[config.mk]
export PLATFORM = sky130hd
export DESIGN_NAME = ex_pipe_ctrl
export DESIGN_NICKNAME = d
export VERILOG_FILES = /design/src/rtl/ex_pkg.sv /design/src/rtl/ex_fwd_select.sv /design/src/rtl/ex_pipe_ctrl.sv
export SDC_FILE = /design/constraint.sdc
export NUM_CORES = 1
export LEC_CHECK = 0
export BUFFER_PORTS_ARGS = -buffer_cell sky130_fd_sc_hd__buf_4
export CAP_MARGIN = 15
export CELL_PAD_IN_SITES_DETAIL_PLACEMENT = 2
export CELL_PAD_IN_SITES_GLOBAL_PLACEMENT = 2
export CORE_MARGIN = 2
export CORE_UTILIZATION = 25
export CTS_CLUSTER_DIAMETER = 60
export DETAILED_ROUTE_END_ITERATION = 8
export GPL_ROUTABILITY_DRIVEN = 0
export MAX_ROUTING_LAYER = met4
export PLACE_DENSITY = 0.71
export SYNTH_ARGS = -nofsm -noshare
export SYNTH_HDL_FRONTEND = slang
export SYNTH_HIERARCHICAL = 1
export SYNTH_SLANG_ARGS = --single-unit
export TNS_END_PERCENT = 1
[constraint.sdc]
create_clock -name clk_i -period 2.7 [get_ports clk_i]
set_clock_uncertainty 0.1 [all_clocks]
set_input_delay 0.27 -clock clk_i [delete_from_list [all_inputs] [get_ports clk_i]]
set_output_delay 0.27 -clock clk_i [all_outputs]
set_load 0.03 [all_outputs]
[src/rtl/ex_pkg.sv]
// Shared definitions for the execute-stage control slice: FSM state
// encodings and the layout of the packed forwarding-source vectors.
package ex_pkg;

  // FSM state encodings
  localparam int         ST_W       = 2;
  localparam logic [1:0] ST_RUN     = 2'd0;  // accepting instructions
  localparam logic [1:0] ST_MC_WAIT = 2'd1;  // multi-cycle unit computing
  localparam logic [1:0] ST_MC_HOLD = 2'd2;  // mc result parked, EX/MEM busy

  // Forwarding-source slots in the packed source vectors handed to
  // ex_fwd_select. Lower index = higher priority. The stage's own EX/MEM
  // register is always the youngest writer, so it sits at slot 0 and the
  // external sources follow in their own priority order.
  localparam int FWD_OWN_IDX  = 0;
  localparam int FWD_EXT_BASE = 1;

  // Number of forwarding slots (own register + external sources).
  function automatic int fwd_nsrc(input int nfwd);
    return nfwd + 1;
  endfunction

endpackage

[src/rtl/ex_fwd_select.sv]
// Priority forwarding for one operand: finds the highest-priority live
// writer of the requested register, muxes its data in place of the
// regfile value, and flags a hazard if that writer's data is not ready.
module ex_fwd_select
  import ex_pkg::*;
#(
  parameter int XLEN    = 32,
  parameter int RADDR_W = 5,
  parameter int NSRC    = 3
) (
  input  logic [RADDR_W-1:0]      label_i,
  input  logic [XLEN-1:0]         rf_value_i,
  input  logic [NSRC-1:0]         src_valid_i,
  input  logic [NSRC*RADDR_W-1:0] src_rd_i,
  input  logic [NSRC*XLEN-1:0]    src_data_i,
  input  logic [NSRC-1:0]         src_rdy_i,
  output logic [XLEN-1:0]         value_o,
  output logic                    hazard_o
);

  logic [NSRC-1:0] w_match;

  // x0 is hardwired zero, so a writer targeting it never forwards.
  genvar gi;
  generate
    for (gi = 0; gi < NSRC; gi++) begin : g_match
      assign w_match[gi] = src_valid_i[gi]
                        && (src_rd_i[gi*RADDR_W +: RADDR_W] == label_i)
                        && (label_i != '0);
    end
  endgenerate

  // Walk from lowest to highest priority so the last hit (lowest index) wins.
  always_comb begin
    value_o  = rf_value_i;
    hazard_o = 1'b0;
    for (int k = NSRC - 1; k >= 0; k--) begin
      if (w_match[k]) begin
        value_o  = src_data_i[k*XLEN +: XLEN];
        hazard_o = !src_rdy_i[k];
      end
    end
  end

endmodule

[src/rtl/ex_pipe_ctrl.sv]
// Execute-stage control and EX/MEM pipeline register. Resolves both source
// operands through priority forwarding, issues single-cycle ops directly or
// hands multi-cycle ops to an external unit, and presents the result to MEM
// through a valid/ready handshake. A flush kills only the instruction in EX;
// the older instruction already in EX/MEM is never touched.
module ex_pipe_ctrl
  import ex_pkg::*;
#(
  parameter int XLEN    = 32,
  parameter int RADDR_W = 5,
  parameter int NFWD    = 2,
  parameter int CTRL_W  = 16
) (
  input  logic                    clk_i,
  input  logic                    rst_ni,
  // ID/EX side
  input  logic                    id_valid_i,
  output logic                    id_ready_o,
  input  logic [RADDR_W-1:0]      id_rs1_label_i,
  input  logic [RADDR_W-1:0]      id_rs2_label_i,
  input  logic [XLEN-1:0]         id_rs1_value_i,
  input  logic [XLEN-1:0]         id_rs2_value_i,
  input  logic [RADDR_W-1:0]      id_rd_i,
  input  logic                    id_wb_en_i,
  input  logic                    id_mc_i,
  input  logic [CTRL_W-1:0]       id_ctrl_i,
  // external forwarding sources, index 0 = youngest
  input  logic [NFWD-1:0]         fwd_valid_i,
  input  logic [NFWD*RADDR_W-1:0] fwd_rd_i,
  input  logic [NFWD*XLEN-1:0]    fwd_data_i,
  input  logic [NFWD-1:0]         fwd_rdy_i,
  // execution units
  output logic [XLEN-1:0]         op1_o,
  output logic [XLEN-1:0]         op2_o,
  input  logic [XLEN-1:0]         comb_res_i,
  output logic                    mc_start_o,
  output logic                    mc_kill_o,
  input  logic                    mc_done_i,
  input  logic [XLEN-1:0]         mc_res_i,
  // redirect
  input  logic                    flush_i,
  // EX/MEM side
  output logic                    mem_valid_o,
  input  logic                    mem_ready_i,
  output logic [RADDR_W-1:0]      mem_rd_o,
  output logic                    mem_wb_en_o,
  output logic [XLEN-1:0]         mem_res_o,
  output logic [XLEN-1:0]         mem_rs2_o,
  output logic [CTRL_W-1:0]       mem_ctrl_o
);

  localparam int NSRC = fwd_nsrc(NFWD);

  // FSM and multi-cycle operand latches
  logic [ST_W-1:0]    r_state;
  logic [XLEN-1:0]    r_op1;
  logic [XLEN-1:0]    r_op2;
  logic [RADDR_W-1:0] r_op_rd;
  logic               r_op_wb_en;
  logic [CTRL_W-1:0]  r_op_ctrl;
  logic [XLEN-1:0]    r_hold;

  // EX/MEM register
  logic               r_mem_valid;
  logic [RADDR_W-1:0] r_mem_rd;
  logic               r_mem_wb_en;
  logic [XLEN-1:0]    r_mem_res;
  logic [XLEN-1:0]    r_mem_rs2;
  logic [CTRL_W-1:0]  r_mem_ctrl;

  // forwarding
  logic [NSRC-1:0]         w_src_valid;
  logic [NSRC*RADDR_W-1:0] w_src_rd;
  logic [NSRC*XLEN-1:0]    w_src_data;
  logic [NSRC-1:0]         w_src_rdy;
  logic [XLEN-1:0]         w_rs1_fwd;
  logic [XLEN-1:0]         w_rs2_fwd;
  logic                    w_rs1_haz;
  logic                    w_rs2_haz;

  // handshake / control
  logic w_in_run;
  logic w_in_wait;
  logic w_in_hold;
  logic w_slot_free;
  logic w_accept;
  logic w_load_comb;
  logic w_load_mc;
  logic w_load_hold;

  // EX/MEM next values
  logic [RADDR_W-1:0] w_mem_rd_next;
  logic               w_mem_wb_en_next;
  logic [XLEN-1:0]    w_mem_res_next;
  logic [XLEN-1:0]    w_mem_rs2_next;
  logic [CTRL_W-1:0]  w_mem_ctrl_next;

  // Own EX/MEM register occupies the top-priority slot; its data is always
  // available, so it can never raise a hazard.
  assign w_src_valid[FWD_OWN_IDX]                    = r_mem_valid && r_mem_wb_en;
  assign w_src_rd[FWD_OWN_IDX*RADDR_W +: RADDR_W]    = r_mem_rd;
  assign w_src_data[FWD_OWN_IDX*XLEN +: XLEN]        = r_mem_res;
  assign w_src_rdy[FWD_OWN_IDX]                      = 1'b1;

  assign w_src_valid[FWD_EXT_BASE +: NFWD]                 = fwd_valid_i;
  assign w_src_rd[FWD_EXT_BASE*RADDR_W +: NFWD*RADDR_W]    = fwd_rd_i;
  assign w_src_data[FWD_EXT_BASE*XLEN +: NFWD*XLEN]        = fwd_data_i;
  assign w_src_rdy[FWD_EXT_BASE +: NFWD]                   = fwd_rdy_i;

  ex_fwd_select #(
    .XLEN    (XLEN),
    .RADDR_W (RADDR_W),
    .NSRC    (NSRC)
  ) u_fwd_rs1 (
    .label_i     (id_rs1_label_i),
    .rf_value_i  (id_rs1_value_i),
    .src_valid_i (w_src_valid),
    .src_rd_i    (w_src_rd),
    .src_data_i  (w_src_data),
    .src_rdy_i   (w_src_rdy),
    .value_o     (w_rs1_fwd),
    .hazard_o    (w_rs1_haz)
  );

  ex_fwd_select #(
    .XLEN    (XLEN),
    .RADDR_W (RADDR_W),
    .NSRC    (NSRC)
  ) u_fwd_rs2 (
    .label_i     (id_rs2_label_i),
    .rf_value_i  (id_rs2_value_i),
    .src_valid_i (w_src_valid),
    .src_rd_i    (w_src_rd),
    .src_data_i  (w_src_data),
    .src_rdy_i   (w_src_rdy),
    .value_o     (w_rs2_fwd),
    .hazard_o    (w_rs2_haz)
  );

  assign w_in_run    = (r_state == ST_RUN);
  assign w_in_wait   = (r_state == ST_MC_WAIT);
  assign w_in_hold   = (r_state == ST_MC_HOLD);
  assign w_slot_free = !r_mem_valid || mem_ready_i;

  // A hazard on either operand stalls the whole instruction, even if the
  // op ignores that operand; ID does not tell us which operands are live.
  assign id_ready_o = w_in_run && w_slot_free && !w_rs1_haz && !w_rs2_haz && !flush_i;
  assign w_accept   = id_valid_i && id_ready_o;
  assign mc_start_o = w_accept && id_mc_i;
  assign mc_kill_o  = w_in_wait && flush_i;

  // While the multi-cycle unit owns the op, hold its operands steady even
  // though the ID/EX register and forwarding sources keep moving.
  assign op1_o = w_in_run ? w_rs1_fwd : r_op1;
  assign op2_o = w_in_run ? w_rs2_fwd : r_op2;

  // Flush always wins over a same-cycle mc completion.
  assign w_load_comb = w_accept && !id_mc_i;
  assign w_load_mc   = w_in_wait && !flush_i && mc_done_i && w_slot_free;
  assign w_load_hold = w_in_hold && !flush_i && w_slot_free;

  // Select what the EX/MEM register captures: a fresh single-cycle result,
  // or the completed multi-cycle result with its latched sideband.
  always_comb begin
    w_mem_rd_next    = r_op_rd;
    w_mem_wb_en_next = r_op_wb_en;
    w_mem_res_next   = w_load_mc ? mc_res_i : r_hold;
    w_mem_rs2_next   = r_op2;
    w_mem_ctrl_next  = r_op_ctrl;
    if (w_load_comb) begin
      w_mem_rd_next    = id_rd_i;
      w_mem_wb_en_next = id_wb_en_i;
      w_mem_res_next   = comb_res_i;
      w_mem_rs2_next   = w_rs2_fwd;
      w_mem_ctrl_next  = id_ctrl_i;
    end
  end

  // FSM sequencing the multi-cycle unit; latches the op on issue and parks
  // an early result if EX/MEM cannot take it yet.
  always_ff @(posedge clk_i or negedge rst_ni) begin
    if (!rst_ni) begin
      r_state    <= ST_RUN;
      r_op1      <= '0;
      r_op2      <= '0;
      r_op_rd    <= '0;
      r_op_wb_en <= 1'b0;
      r_op_ctrl  <= '0;
      r_hold     <= '0;
    end else begin
      case (r_state)
        ST_RUN: begin
          if (w_accept && id_mc_i) begin
            r_op1      <= w_rs1_fwd;
            r_op2      <= w_rs2_fwd;
            r_op_rd    <= id_rd_i;
            r_op_wb_en <= id_wb_en_i;
            r_op_ctrl  <= id_ctrl_i;
            r_state    <= ST_MC_WAIT;
          end
        end
        ST_MC_WAIT: begin
          if (flush_i) begin
            r_state <= ST_RUN;
          end else if (mc_done_i) begin
            if (w_slot_free) begin
              r_state <= ST_RUN;
            end else begin
              r_hold  <= mc_res_i;
              r_state <= ST_MC_HOLD;
            end
          end
        end
        ST_MC_HOLD: begin
          if (flush_i || w_slot_free) begin
            r_state <= ST_RUN;
          end
        end
        default: r_state <= ST_RUN;
      endcase
    end
  end

  // EX/MEM register: loads on a completed op, drains when MEM consumes,
  // and otherwise holds everything stable for the downstream stage.
  always_ff @(posedge clk_i or negedge rst_ni) begin
    if (!rst_ni) begin
      r_mem_valid <= 1'b0;
      r_mem_rd    <= '0;
      r_mem_wb_en <= 1'b0;
      r_mem_res   <= '0;
      r_mem_rs2   <= '0;
      r_mem_ctrl  <= '0;
    end else if (w_load_comb || w_load_mc || w_load_hold) begin
      r_mem_valid <= 1'b1;
      r_mem_rd    <= w_mem_rd_next;
      r_mem_wb_en <= w_mem_wb_en_next;
      r_mem_res   <= w_mem_res_next;
      r_mem_rs2   <= w_mem_rs2_next;
      r_mem_ctrl  <= w_mem_ctrl_next;
    end else if (mem_ready_i) begin
      r_mem_valid <= 1'b0;
    end
  end

  assign mem_valid_o = r_mem_valid;
  assign mem_rd_o    = r_mem_rd;
  assign mem_wb_en_o = r_mem_wb_en;
  assign mem_res_o   = r_mem_res;
  assign mem_rs2_o   = r_mem_rs2;
  assign mem_ctrl_o  = r_mem_ctrl;

endmodule

==> results by group <==
Timing
  – Unrepaired setup endpoints after global routing: true
  – Final cycle utilization of the critical path: 121%
  – Final hold viol count: 0
  – Worst setup margin: -0.556 ns
  – Number of max-slew violations in the final report: 0
  – Max_slew headroom: between 20% and 30%
  – Hold Worst Slack: 0.0488 ns
  – Max Clock Freq: between 300 and 400 MHz
  – Tightest Pin Transition: between 1 and 1.5 ns
  – Min Tclk post-route: between 3 and 4 ns
  – Final setup violating endpoints: 230

Clocking
  – CTS Buf Count: 30
  – CTS tree: built
  – Clock Sink Count: 207
  – H-tree depth: 1
  – Root Driver: clkbuf_16
  – CTS Buffer Depth: 3
  – CTS clk-pin slew, worst paths: roughly 0.060 ns
  – Worst-Skew Late Latency: ~0.57 ns

Placement
  – DP HPWL: around 42000 um
  – Worst slack, placed: -0.400 ns
  – Buffers on Ports: between 300 and 400

Detailed routing
  – Final WL: around 64000 um
  – Drt via density: approximately 5.1
  – Routed wire per std cell: roughly 26 um
  – 1st-pass router iterations: 5
  – DRC: 0
  – Routed Antenna Nets: 0
  – DR iter-0 viols: between 500 and 600
  – Vias: around 12000

Status
  – Outcome: finished, violations left
  – Failing checks: setup timing

Setup path
  – CP Launch Type: flop
  – Critical path class: flop to output port
  – R2R depth: 13
  – Worst-path fanout max: 8
  – CP endpoint kind: output port
  – CP Data Required Time: about 2.3 ns
  – Critical path arrival: roughly 2.9 ns

GRT
  – Grt total ovfl: 0
  – First-pass GRT wire length: around 95000 um
  – Pin count of the biggest net entering global routing: between 60 and 70
  – Tot GR Track Use: about a quarter
  – Initial antenna violation count: 5
  – Vias in the first global route: ~15000

Logic synthesis
  – FFs w/ async S/R, synth: 100%
  – Synth Area in Compound Gates: a little under a quarter
  – Post-synthesis mux area share: between 10% and 20%
  – Synth Area in Adders: 0%
  – Sequential share of the synthesized area: 41.2%
  – Synth Area in Simple Gates: a little under a tenth
  – EDFF count, synth: 0
  – #FFs+latches synth: roughly 210
  – Ys flop type: dfrtp_1
  – Post-synthesis average cell area: 10.5 um2
  – Xor/xnor share of the synthesized area: 2.09%
  – Syn Inst Count: 1200
  – Synth cell types: 43
  – Combinational family with the most area after synthesis: compound AO/OA/AOI/OAI gates
  – Post-Syn Area: roughly 0.013 mm2
  – Yosys warning count: 6

Cells and area
  – Nets: 1979
  – Layout area overhead: 60.6%
  – Fill cells: ~5200
  – Share of layout cells above drive strength 1: 51.3%

Floorplan
  – Core ar.: 0.0499 mm2
  – Die H: around 230 um
  – Area of the die: around 0.052 mm2
  – Rows: 82
  – Die X: between 200 and 250 um
  – Initial core utilization: 25.2%
  – Number of I/O pins: roughly 400

Power and ir drop
  – Maximum VDD drop: slightly above 0.8 mV
  – Power Density: between 700 and 800 mW/mm2
  – Static leakage: between 9 and 10 nW

Hold path
  – Worst Hold Path Cells: 3
  – HP Class: input pin to flop

Flow run
  – Maxcap violations: 0
-- metal layers --
| layer | global-route usage, % | wire length (um) |
|---|---|---|
| met1 | 27.0 | 25300 |
| met2 | 43.5 | 33300 |
| met3 | 4.71 | 2870 |
| met4 | 9.09 | 2290 |
| met5 | - | 0 |
-- report_power, final --
part           switching, W  internal, W
registers          0.000842      0.00400
logic               0.00277      0.00251
clock network       0.00157      0.00252
-- cells in the final DEF (no fill, tap or decap), types with 5 or more instances in the layout --
cell,synthesis,layout
buf_4,15,413
xnor2_1,18,10
o21ai_1,6,20
nand2_1,102,90
o221ai_2,60,60
o21ai_0,32,11
clkbuf_8,0,5
nor2_1,58,56
o2bb2ai_1,32,32
o22ai_1,86,80
nor3_1,56,30
clkbuf_1,50,6
diode_2,0,5
nand2_2,0,11
dlygate4sd3_1,0,88
dfrtp_1,207,200
inv_1,65,65
xnor2_2,0,8
mux2_1,21,10
buf_12,0,32
o21a_1,62,62
mux2_4,0,80
o21ai_2,0,7
clkbuf_16,0,31
buf_6,17,73
a22o_1,62,61
mux2_2,161,92
dfrtp_2,0,7
buf_16,0,6
nor3_2,0,24
xor2_1,12,12
o22ai_2,0,6
-- area by class of cell --
type / count / area (um2) / area share [%]
diodes: 5 / 12.5 / 0.0620
clock buffers: 42 / 867 / 4.30
clock inverters: 13 / 161 / 0.800
inverters: 65 / 244 / 1.21
multi-input cells: 816 / 7220 / 35.8
flip-flops and latches: 207 / 5190 / 25.7
well taps: 672 / 841 / 4.17
repair buffers: 614 / 5640 / 28.0
-- worst paths after layout --
kind / slack (ns) / start / to
max in group asynchronous: 1.59 / rst_ni / mem_rs2_o[26]$_DFFE_PN0P_
max: -0.56 / mem_rd_o[0]$_DFFE_PN0P_ / op2_o[18]
min reg2reg: 0.39 / r_op_ctrl[9]$_DFFE_PN0P_ / r_op_ctrl[9]$_DFFE_PN0P_
min: 0.05 / mc_done_i / r_state[0]$_DFFE_PN0P_
min in group asynchronous: 0.14 / rst_ni / r_op1[14]$_DFFE_PN0P_
max reg2reg: -0.24 / mem_rd_o[0]$_DFFE_PN0P_ / mem_rs2_o[2]$_DFFE_PN0P_
-- critical path, stage by stage, from the launching register on --
cell,delay (ns)
dfrtp_2,0.47
xnor2_2,0.15
nand4_1,0.20
or3_4,0.42
buf_4,0.17
buf_16,0.15
o21a_1,0.12
a22o_1,0.23
mux2_4,0.28
buf_6,0.15
-- state kept, by name, summed over array words and instances (netlist names), 2 cells and up --
name,flops
mem_rs2_o,32
r_state,2
mem_res_o,32
r_op_ctrl,16
r_op2,32
r_op_rd,5
mem_rd_o,5
r_hold,32
r_op1,32
mem_ctrl_o,16
-- through the flow --
stage / utilization [%] / TNS (ns) / area [um2] / total power, W / instances
after global routing: 40.5 / -79.41 / 20200 / 0.0149 / 2434
after CTS: 39.8 / -50.23 / 19900 / 0.0142 / 2421
after global placement: 34.3 / -44.95 / 17100 / 0.00934 / 2266
after detailed placement: 34.3 / -63.02 / 17100 / 0.00953 / 2266
after floorplan: - / -15.46 / 12700 / 0.00725 / 1201
final: 40.5 / -52.76 / 20200 / 0.0142 / 2434
-- cell families (layout without fill, tap and decap cells) --
family / after synthesis / count (layout)
and+or+nand+nor: 253 / 253
xor gates and xnor gates: 30 / 30
muxes: 182 / 182
AOI/OAI and AO/OA: 349 / 349
buffers and inverters: 178 / 734
DFF: 207 / 207
other: 1 / 7
-- cell usage after synthesis, drive strengths merged, types with 18 or more instances --
cell type	instances	area, um2
dfrtp	207	5180
o2bb2ai	32	280
o21a	62	465
o221ai	62	918
nor3	56	280
xnor2	18	158
nor2	58	218
inv	65	244
clkbuf	50	188
buf	63	453
o22ai	86	538
a22o	62	543
mux2	182	2050
o21ai	38	190
nand2	102	383
-- timing repair --
item / 4_1_cts / 5_1_grt
setup endpoints to repair: 239 / 239
buffers inserted: 9 / 8
endpoints found under the hold margin: 170 / 0
pin swaps: 72 / 18
gates cloned: 3 / 0
gates resized for setup: 195 / 55
hold buffers: 88 / 0
Power figures use the tool's default switching activity.
